`src/rtl/spram_be_clr_pkg.sv`:
```
// Shared constants, FSM state type and lane helper for the byte-enable
// single-port RAM with hardware clear.
package spram_be_clr_pkg;

  localparam int unsigned RDW_WRITE_FIRST = 0;
  localparam int unsigned RDW_READ_FIRST  = 1;
  localparam int unsigned RDW_NO_CHANGE   = 2;

  typedef enum logic [0:0] {
    ST_CLEAR = 1'b0,
    ST_IDLE  = 1'b1
  } state_e;

  function automatic int unsigned lanes(input int unsigned data_width,
                                        input int unsigned byte_width);
    return data_width / byte_width;
  endfunction

endpackage

```
`src/rtl/spram_be_clr_if.sv`:
```
// User-side bus of spram_be_clr: access request, read data and clear control.
interface spram_be_clr_if
  import spram_be_clr_pkg::*;
#(
  parameter int unsigned address_width = 8,
  parameter int unsigned data_width    = 8,
  parameter int unsigned byte_width    = 8
);
  localparam int unsigned LANES = lanes(data_width, byte_width);

  logic [address_width-1:0] address;
  logic [data_width-1:0]    data;
  logic [LANES-1:0]         byte_en;
  logic                     wren;
  logic                     rden;
  logic                     clear_req;
  logic [data_width-1:0]    q;
  logic                     q_valid;
  logic                     busy;

  modport master (
    output address, data, byte_en, wren, rden, clear_req,
    input  q, q_valid, busy
  );

  modport slave (
    input  address, data, byte_en, wren, rden, clear_req,
    output q, q_valid, busy
  );
endinterface

```
`src/rtl/spram_be_clr_seq.sv`:
```
// Clear sequencer: sweeps every address once after reset or on clear_req,
// holding busy for the whole sweep.
module spram_be_clr_seq
  import spram_be_clr_pkg::*;
#(
  parameter int unsigned address_width = 8
) (
  input  logic                     clock,
  input  logic                     reset,
  input  logic                     clear_req_i,
  output logic                     busy_o,
  output logic                     clr_we_o,
  output logic [address_width-1:0] clr_addr_o
);

  localparam logic [address_width-1:0] LAST_ADDR = '1;

  state_e                   state_q;
  logic [address_width-1:0] clr_addr_q;
  logic                     busy_q;

  // busy tracks ST_CLEAR exactly, so it also serves as the sweep write strobe
  always_ff @(posedge clock or posedge reset) begin
    if (reset) begin
      state_q    <= ST_CLEAR;
      clr_addr_q <= '0;
      busy_q     <= 1'b1;
    end else begin
      unique case (state_q)
        ST_CLEAR: begin
          clr_addr_q <= clr_addr_q + address_width'(1);
          if (clr_addr_q == LAST_ADDR) begin
            state_q <= ST_IDLE;
            busy_q  <= 1'b0;
          end
        end
        ST_IDLE: begin
          if (clear_req_i) begin
            state_q    <= ST_CLEAR;
            clr_addr_q <= '0;
            busy_q     <= 1'b1;
          end
        end
        default: begin
          state_q    <= ST_CLEAR;
          clr_addr_q <= '0;
          busy_q     <= 1'b1;
        end
      endcase
    end
  end

  assign busy_o     = busy_q;
  assign clr_we_o   = busy_q;
  assign clr_addr_o = clr_addr_q;

endmodule

```
`src/rtl/spram_be_clr.sv`:
```
// Single-port RAM with per-byte write enables, selectable read-during-write
// and a clear sweep. Define SPRAM_BE_CLR_OUTREG_EN for a second output stage.
module spram_be_clr
  import spram_be_clr_pkg::*;
#(
  parameter int unsigned          address_width = 8,
  parameter int unsigned          data_width    = 8,
  parameter int unsigned          byte_width    = 8,
  parameter int unsigned          rdw_mode      = 0,
  parameter logic [data_width-1:0] clear_value  = '0
) (
  input logic          clock,
  input logic          reset,
  spram_be_clr_if.slave bus
);

  localparam int unsigned LANES = lanes(data_width, byte_width);
  localparam int unsigned DEPTH = 2 ** address_width;

  generate
    if ((byte_width == 0) || ((data_width % byte_width) != 0) || (rdw_mode > RDW_NO_CHANGE)) begin : g_param_check
      $error("spram_be_clr: illegal data_width/byte_width/rdw_mode combination");
    end
  endgenerate

  logic [data_width-1:0]    mem [DEPTH];
  logic                     busy;
  logic                     clr_we;
  logic [address_width-1:0] clr_addr;
  logic                     user_wr;
  logic                     user_rd;
  logic [data_width-1:0]    old_word;
  logic [data_width-1:0]    merged_word;
  logic [data_width-1:0]    q_d;
  logic [data_width-1:0]    q_q;
  logic                     q_valid_d;
  logic                     q_valid_q;

  spram_be_clr_seq #(
    .address_width(address_width)
  ) u_seq (
    .clock       (clock),
    .reset       (reset),
    .clear_req_i (bus.clear_req),
    .busy_o      (busy),
    .clr_we_o    (clr_we),
    .clr_addr_o  (clr_addr)
  );

  assign user_wr  = !busy && bus.wren;
  assign user_rd  = !busy && bus.rden;
  assign old_word = mem[bus.address];

  // Lanes without byte_en keep the stored value
  always_comb begin
    merged_word = old_word;
    for (int unsigned i = 0; i < LANES; i++) begin
      if (bus.byte_en[i]) begin
        merged_word[i*byte_width +: byte_width] = bus.data[i*byte_width +: byte_width];
      end
    end
  end

  // Array is never reset; only the sweep initialises it
  always_ff @(posedge clock) begin
    if (clr_we) begin
      mem[clr_addr] <= clear_value;
    end else if (user_wr) begin
      mem[bus.address] <= merged_word;
    end
  end

  always_comb begin
    q_d       = q_q;
    q_valid_d = 1'b0;
    if (user_rd) begin
      if (!bus.wren) begin
        q_d       = old_word;
        q_valid_d = 1'b1;
      end else if (rdw_mode == RDW_WRITE_FIRST) begin
        q_d       = merged_word;
        q_valid_d = 1'b1;
      end else if (rdw_mode == RDW_READ_FIRST) begin
        q_d       = old_word;
        q_valid_d = 1'b1;
      end
    end
  end

  always_ff @(posedge clock or posedge reset) begin
    if (reset) begin
      q_q       <= '0;
      q_valid_q <= 1'b0;
    end else begin
      q_q       <= q_d;
      q_valid_q <= q_valid_d;
    end
  end

`ifdef SPRAM_BE_CLR_OUTREG_EN
  logic [data_width-1:0] q2_q;
  logic                  q_valid2_q;

  always_ff @(posedge clock or posedge reset) begin
    if (reset) begin
      q2_q       <= '0;
      q_valid2_q <= 1'b0;
    end else begin
      q2_q       <= q_q;
      q_valid2_q <= q_valid_q;
    end
  end

  assign bus.q       = q2_q;
  assign bus.q_valid = q_valid2_q;
`else
  assign bus.q       = q_q;
  assign bus.q_valid = q_valid_q;
`endif

  assign bus.busy = busy;

endmodule

```
`src/flat_wrapper.sv`:
```
// flat-port wrapper written by rule: the top's interface ports become plain ports
module spram_be_clr_flat import spram_be_clr_pkg::*;
#(
  parameter int unsigned          address_width = 8,
  parameter int unsigned          data_width    = 8,
  parameter int unsigned          byte_width    = 8,
  parameter int unsigned          rdw_mode      = 0,
  parameter logic [data_width-1:0] clear_value  = '0
)
  (clock, reset, bus_address, bus_data, bus_byte_en, bus_wren, bus_rden, bus_clear_req, bus_q, bus_q_valid, bus_busy);
  spram_be_clr_if #(.address_width(address_width), .data_width(data_width), .byte_width(byte_width)) bus_i ();
  input logic clock;
  input logic reset;
  input wire logic [$bits(bus_i.address)-1:0] bus_address;
  input wire logic [$bits(bus_i.data)-1:0] bus_data;
  input wire logic [$bits(bus_i.byte_en)-1:0] bus_byte_en;
  input wire logic [$bits(bus_i.wren)-1:0] bus_wren;
  input wire logic [$bits(bus_i.rden)-1:0] bus_rden;
  input wire logic [$bits(bus_i.clear_req)-1:0] bus_clear_req;
  output wire logic [$bits(bus_i.q)-1:0] bus_q;
  output wire logic [$bits(bus_i.q_valid)-1:0] bus_q_valid;
  output wire logic [$bits(bus_i.busy)-1:0] bus_busy;
  assign bus_i.address = bus_address;
  assign bus_i.data = bus_data;
  assign bus_i.byte_en = bus_byte_en;
  assign bus_i.wren = bus_wren;
  assign bus_i.rden = bus_rden;
  assign bus_i.clear_req = bus_clear_req;
  assign bus_q = bus_i.q;
  assign bus_q_valid = bus_i.q_valid;
  assign bus_busy = bus_i.busy;
  spram_be_clr #(.address_width(address_width), .data_width(data_width), .byte_width(byte_width), .rdw_mode(rdw_mode), .clear_value(clear_value)) u_core (.clock(clock), .reset(reset), .bus(bus_i));
endmodule
```
`config.mk`:
```
export PLATFORM = sky130hd
export DESIGN_NAME = spram_be_clr_flat
export DESIGN_NICKNAME = d
export VERILOG_FILES = /design/src/rtl/spram_be_clr_pkg.sv /design/src/rtl/spram_be_clr_if.sv /design/src/rtl/spram_be_clr_seq.sv /design/src/rtl/spram_be_clr.sv /design/src/flat_wrapper.sv
export SDC_FILE = /design/constraint.sdc
export NUM_CORES = 2
export LEC_CHECK = 0
export BUFFER_PORTS_ARGS = -buffer_cell sky130_fd_sc_hd__buf_2
export CELL_PAD_IN_SITES_DETAIL_PLACEMENT = 1
export CELL_PAD_IN_SITES_GLOBAL_PLACEMENT = 1
export CORE_ASPECT_RATIO = 0.7
export CORE_MARGIN = 1.5
export CORE_UTILIZATION = 56
export CTS_CLUSTER_DIAMETER = 40
export DETAILED_ROUTE_END_ITERATION = 6
export MAX_ROUTING_LAYER = met4
export PLACE_DENSITY_LB_ADDON = 0.2
export SLEW_MARGIN = 20
export SYNTH_ARGS = -nofsm -noshare
export SYNTH_HDL_FRONTEND = slang
export SYNTH_SLANG_ARGS = --single-unit
```
`constraint.sdc`:
```
create_clock -name clock -period 15.65 [get_ports clock]
set_clock_uncertainty 0.2 [all_clocks]
set_input_delay 1.565 -clock clock [delete_from_list [all_inputs] [get_ports clock]]
set_output_delay 1.565 -clock clock [all_outputs]
set_load 0.005 [all_outputs]
```
Word level (Yosys, flattened, before mapping)
Memories as Yosys holds them, arrays and structs flattened.
Index checks and enable logic that the tools add are counted.
{"block": "classes", "add_sub_neg": 1, "n_eq_ne": 3, "n_mux": 19, "n_bitwise": 1, "reduce_logical": 5}
{"operator": "$mux W8", "n": 5}
{"operator": "$pmux W8 S2", "n": 1}
{"operator": "$mux W1", "n": 11}
{"operator": "$add A8 B1 Y8 const B", "n": 1}
{"operator": "$eq A8 B8 Y1 const B", "n": 1}
{"operator": "$reduce_or A8 Y1", "n": 1}
{"operator": "$ne A2 B2 Y1 const B", "n": 2}
{"operator": "$pmux W1 S2", "n": 2}
{"operator": "$logic_and A1 B1 Y1", "n": 2}
{"operator": "$reduce_and A2 Y1", "n": 1}
{"operator": "$logic_not A1 Y1", "n": 1}
{"operator": "$not A1 Y1", "n": 1}
{"block": "totals", "reg_bits": 19, "ram_bits": 2048, "inputBits": 22, "out_inout_bits": 10, "elab_cells": 35, "n_memories": 1}
{"name": "u_core.mem", "words": 256, "word_bits": 8, "rd": 1, "rd_clocked_by_memory_dff": 0, "wr": 1, "line": "spram_be_clr.sv:26", "text": "logic [data_width-1:0] mem [DEPTH];"}

Depth between registers and ports, before layout
{"block": "depth", "depth_word": 7, "mapped_depth": 14}

By module
From an unflattened synthesis, not the netlist that was laid out.
{"block": "unflattened", "cells_unflattened": 3934, "area_unflattened_um2": 81266.7}
{"mod": "spram_be_clr", "instances": 1, "cells_each": 3886, "area_per_inst_um2": 80777.5}
{"mod": "spram_be_clr_seq", "instances": 1, "cells_each": 48, "area_per_inst_um2": 489.2}

Worst setup path before layout
Ideal clock, no wire load.
{"block": "synth_timing", "kind": "input-to-reg", "startpoint": "in bus_address[0]", "endpoint": "mem u_core.mem[0][4], data pin", "setup_ns": 1.728, "t_arrival_ns": 10.911, "path_slack_ns": 2.811, "stages": 11, "path_buffers": 6, "cell_sequence": "buf_6 -> buf_12 -> buf_12 -> buf_6 -> inv_2 -> buf_4 -> buf_2 -> mux2i_1 -> a2111oi_0 -> nand4_1 -> a31oi_1"}
{"block": "synth_between", "elab_chain_len": 3}
{"element": "from (decl)", "line": "flat_wrapper.sv:14", "text": "input wire logic [$bits(bus_i.address)-1:0] bus_address;"}
{"element": "$mem_v2 Z256 W8"}
{"element": "$mux W8", "line": "spram_be_clr.sv:58", "text": "if (bus.byte_en[i]) begin"}
{"element": "$mux W8 (no line)"}
{"element": "to (decl)", "line": "spram_be_clr.sv:26"}
No other way between the ends.

Worst setup path in the final report
{"block": "layout_timing", "startpoint": "in bus_address[1]", "endpoint": "mem u_core.mem[88][6], data pin"}
The elaborated chain is that of the path after synthesis.

==> impl_metrics.py <==
metrics = {
    "outcome": {
        "status": "completed",
    },
    "layout": {
        "syn2layout_area_growth_pct": 10.4,
        "drive_above_1_share": 0.231,
        "n_fill_cell": 11600,
        "final_area_mm2": 0.0897,
        "fin_util": 0.626,
        "final_nets": 4071,
    },
    "die": {
        "start_util": 0.567,
        "rows": 116,
        "coreArea_mm2": 0.143,
        "die_height_um": 322,
        "die_area_mm2": 0.147,
        "ios": 32,
        "die_w_um": 458,
    },
    "placement": {
        "place.port_buffers": 31,
        "dp_hpwl_mm": 151,
        "placed_area_mm2": 0.0833,
        "gp_congestion": 0.969,
    },
    "synth": {
        "synth-main-ff-cell": "edfxtp_1",
        "synthesis.nets": 3977,
        "syn_inst": 3954,
        "ys_types": 72,
        "async_flop_share": 0.00919,
        "synth.cell_area_mm2": 0.0812,
        "ys_ff_latch": 2067,
        "avgSynthCellArea_um2": 20.5,
        "synth-seq-area-share": 0.763,
        "yosys_warnings": 0,
        "synth_edf_count": 2048,
    },
    "critical_path": {
        "worstSetupStartpointType": "input port",
        "rrSetupSlack_ns": 10.50,
        "cp.arrival_ns": 8.09,
        "reg2regPathDepth": 10,
        "r2r-start": "u_core.mem[93][0]",
        "worstSetupEndpointType": "register",
        "cp.required_ns": 15.92,
        "rr_endpoint": "u_core.mem[98][0]",
        "critical_path_class": "input port to register",
        "crit_fanout": 94,
    },
    "clocking": {
        "worst_skew_pair.late_latency_ns": 0.85,
        "clk_pin_slew_ns": 0.06,
        "cts_root_buffer": "clkbuf_16",
        "clockBufferDepth": 3,
        "cts_made_buffers": 197,
        "post_cts_buffers": 0,
        "cts_tree": "built",
        "hold_buffers": 0,
        "cts.sink_count": 2067,
        "ctsHtreeMaxLevel": 4,
        "postCtsResizedCells": 0,
    },
    "sta": {
        "slew_headroom": 0.136,
        "rsz0062_at_grt": "no",
        "setup_viol": 0,
        "worst_slew_pin_slew_ns": 1.30,
        "drv_slew": 0,
        "finalHoldViolations": 0,
        "period_share": 0.499,
        "max_freq_mhz": 128,
        "period_minus_slack_ns": 7.82,
        "setup_tns_ns": 0,
    },
    "routing": {
        "drtIter0Drc": 7266,
        "drt-vias-per-instance": 7.09,
        "postRouteAntennaNets": 0,
        "drt_wl_total_mm": 242,
        "dr.pass1.iters": 7,
        "wl_per_cell_um": 39.6,
        "vias": 43300,
        "drcViolationCount": 0,
    },
    "power_and_ir_drop": {
        "p_comb_frac": 0.073,
        "p_sw_frac": 0.238,
        "ir_drop_mv": 0.130,
        "internal_power_mw": 8.96,
        "switchingPower_mw": 2.80,
        "powerDensity_mw_per_mm2": 131,
        "seqPwrFrac": 0.524,
        "clkPwrFrac": 0.403,
        "p_leak_nw": 29.4,
    },
    "min_path": {
        "min_from": "u_core.u_seq.clr_addr_o[4]",
        "hold_depth": 2,
        "holdPathEnd": "u_core.u_seq.clr_addr_o[4]",
        "hp-class": "register to register",
    },
    "global_route": {
        "grt_pass1_wl_mm": 339,
        "grt_max_degree": 257,
        "grt_pass1_vias": 42800,
        "grt-ovfl-total": 0,
        "grt_antenna_before_repair": 15,
        "track_usage": 0.344,
    },
    "flow_run": {
        "maxCapViolCount": 0,
    },
}
[per-layer routing]
| metal | vias up | wire length (um) | global-route usage |
|---|---|---|---|
| met5 | - | 0 | - |
| met4 | 0 | 8700 | 0.119 |
| met3 | 478 | 31300 | 0.0979 |
| met2 | 3057 | 104000 | 0.464 |
| met1 | 23200 | 97900 | 0.506 |
| li1 | 16600 | - | - |
[how the worst max path moves through the flow]
stage	start	end	depth (start not counted)
floorplan	bus_address[0]	u_core.mem[0][4]	11
global placement	bus_address[1]	u_core.mem[120][6]	13
detailed placement	bus_address[1]	u_core.mem[125][6]	13
CTS	bus_address[1]	u_core.mem[125][6]	13
global route	bus_address[1]	u_core.mem[88][6]	13
finish	bus_address[1]	u_core.mem[88][6]	13
[sequential cells by signal, indices dropped and copies added, names as in the netlist]
signal	count
u_core.mem	2048
u_core.bus.q	8
u_core.u_seq.clr_addr_o	8
u_core.bus.q_valid	1
u_core.u_seq.busy_o	1
u_core.u_seq.state_q	1
[placed cells by master (no fill, tap or decap), drive strengths merged, types with 48 or more instances in the layout]
master / instances
a21oi: 54
buf: 131
clkbuf: 243
clkinv: 78
edfxtp: 2048
mux2i: 149
mux4: 474
nand2: 149
nand3: 48
nor2: 295
o21ai: 75
o22ai: 49
[cell type report]
cell class | count | area (um^2) | area share
Sequential cell | 2067 | 62000 | 0.691
Multi-Input combinational cell | 1639 | 18000 | 0.200
Clock buffer | 243 | 5190 | 0.0578
Tap cell | 1888 | 2360 | 0.0263
Clock inverter | 116 | 1080 | 0.0121
Timing Repair Buffer | 131 | 1080 | 0.0120
Inverter | 12 | 48.8 | 0.000544
Antenna cell | 13 | 32.5 | 0.000363
[cells in the mapped netlist (4+ instances only)]
library cell | count | area, um^2
a311oi_1 | 7 | 61.3
nor4_1 | 9 | 56.3
a211oi_1 | 33 | 248
nor2_1 | 295 | 1110
o21ai_1 | 12 | 60.1
o32ai_1 | 8 | 70.1
mux2_2 | 32 | 360
nand2b_1 | 15 | 93.8
o221ai_1 | 27 | 236
dfrtp_1 | 18 | 450
buf_2 | 70 | 350
o22ai_1 | 49 | 307
o211ai_1 | 9 | 67.6
mux2i_1 | 149 | 1490
nor3_1 | 16 | 80.1
or2_2 | 4 | 25.0
buf_6 | 27 | 304
inv_1 | 9 | 33.8
nand4_1 | 13 | 81.3
a2111oi_0 | 20 | 175
mux4_2 | 472 | 10600
a31oi_1 | 15 | 93.8
o21ai_0 | 63 | 315
clkbuf_1 | 77 | 289
o311ai_0 | 4 | 35.0
buf_1 | 8 | 30.0
nand2_1 | 148 | 556
and2_1 | 13 | 81.3
a21oi_1 | 54 | 270
buf_8 | 6 | 90.1
a221oi_1 | 6 | 52.6
nor2b_1 | 23 | 144
nand3_1 | 48 | 240
edfxtp_1 | 2048 | 61500
o31ai_1 | 4 | 30.0
or3_1 | 7 | 43.8
a22oi_1 | 22 | 165
buf_4 | 45 | 338
nand3b_1 | 10 | 75.1
and3_1 | 8 | 50.1
[worst max-delay path: stages]
cell	delay (ns)
buf_8	0.31
buf_12	0.49
buf_4	0.69
buf_4	0.75
mux4_2	0.34
nand2_1	0.06
and3_1	0.25
a2111oi_1	0.71
buf_4	0.24
o211ai_1	0.14
o211ai_1	0.33
o21ba_4	0.77
buf_4	0.93
[power groups by stage]
stage | Clock, mW | Sequential [mW] | Combinational, mW
4_1_cts | 4.76 | 6.16 | 0.829
5_1_grt | 4.93 | 6.17 | 0.870
3_3_place_gp | 0 | 6.27 | 0.810
3_5_place_dp | 0 | 6.28 | 0.824
2_1_floorplan | 0 | 6.26 | 0.469
6_report | 4.74 | 6.16 | 0.859
[logic make-up after synthesis]
family / share of synthesized area
flops: 0.763
xor+xnor: 0.000108
fa+ha+maj: 0.000154
compound gates: 0.0302
mux: 0.154
buf+inv: 0.0185
simple gates: 0.0336
[through the flow]
step	cells	setup WS (ns)	total power [mW]	hold slack (ns)
after CTS	6092	7.86	11.7	0.353
after floorplan	3954	2.81	6.73	0.274
after detailed placement	5733	6.90	7.10	0.340
after global routing	6107	7.64	12.0	0.400
final	6109	7.83	11.8	0.365
after global placement	5733	7.10	7.08	0.323
(Power assumes the default switching activity.)
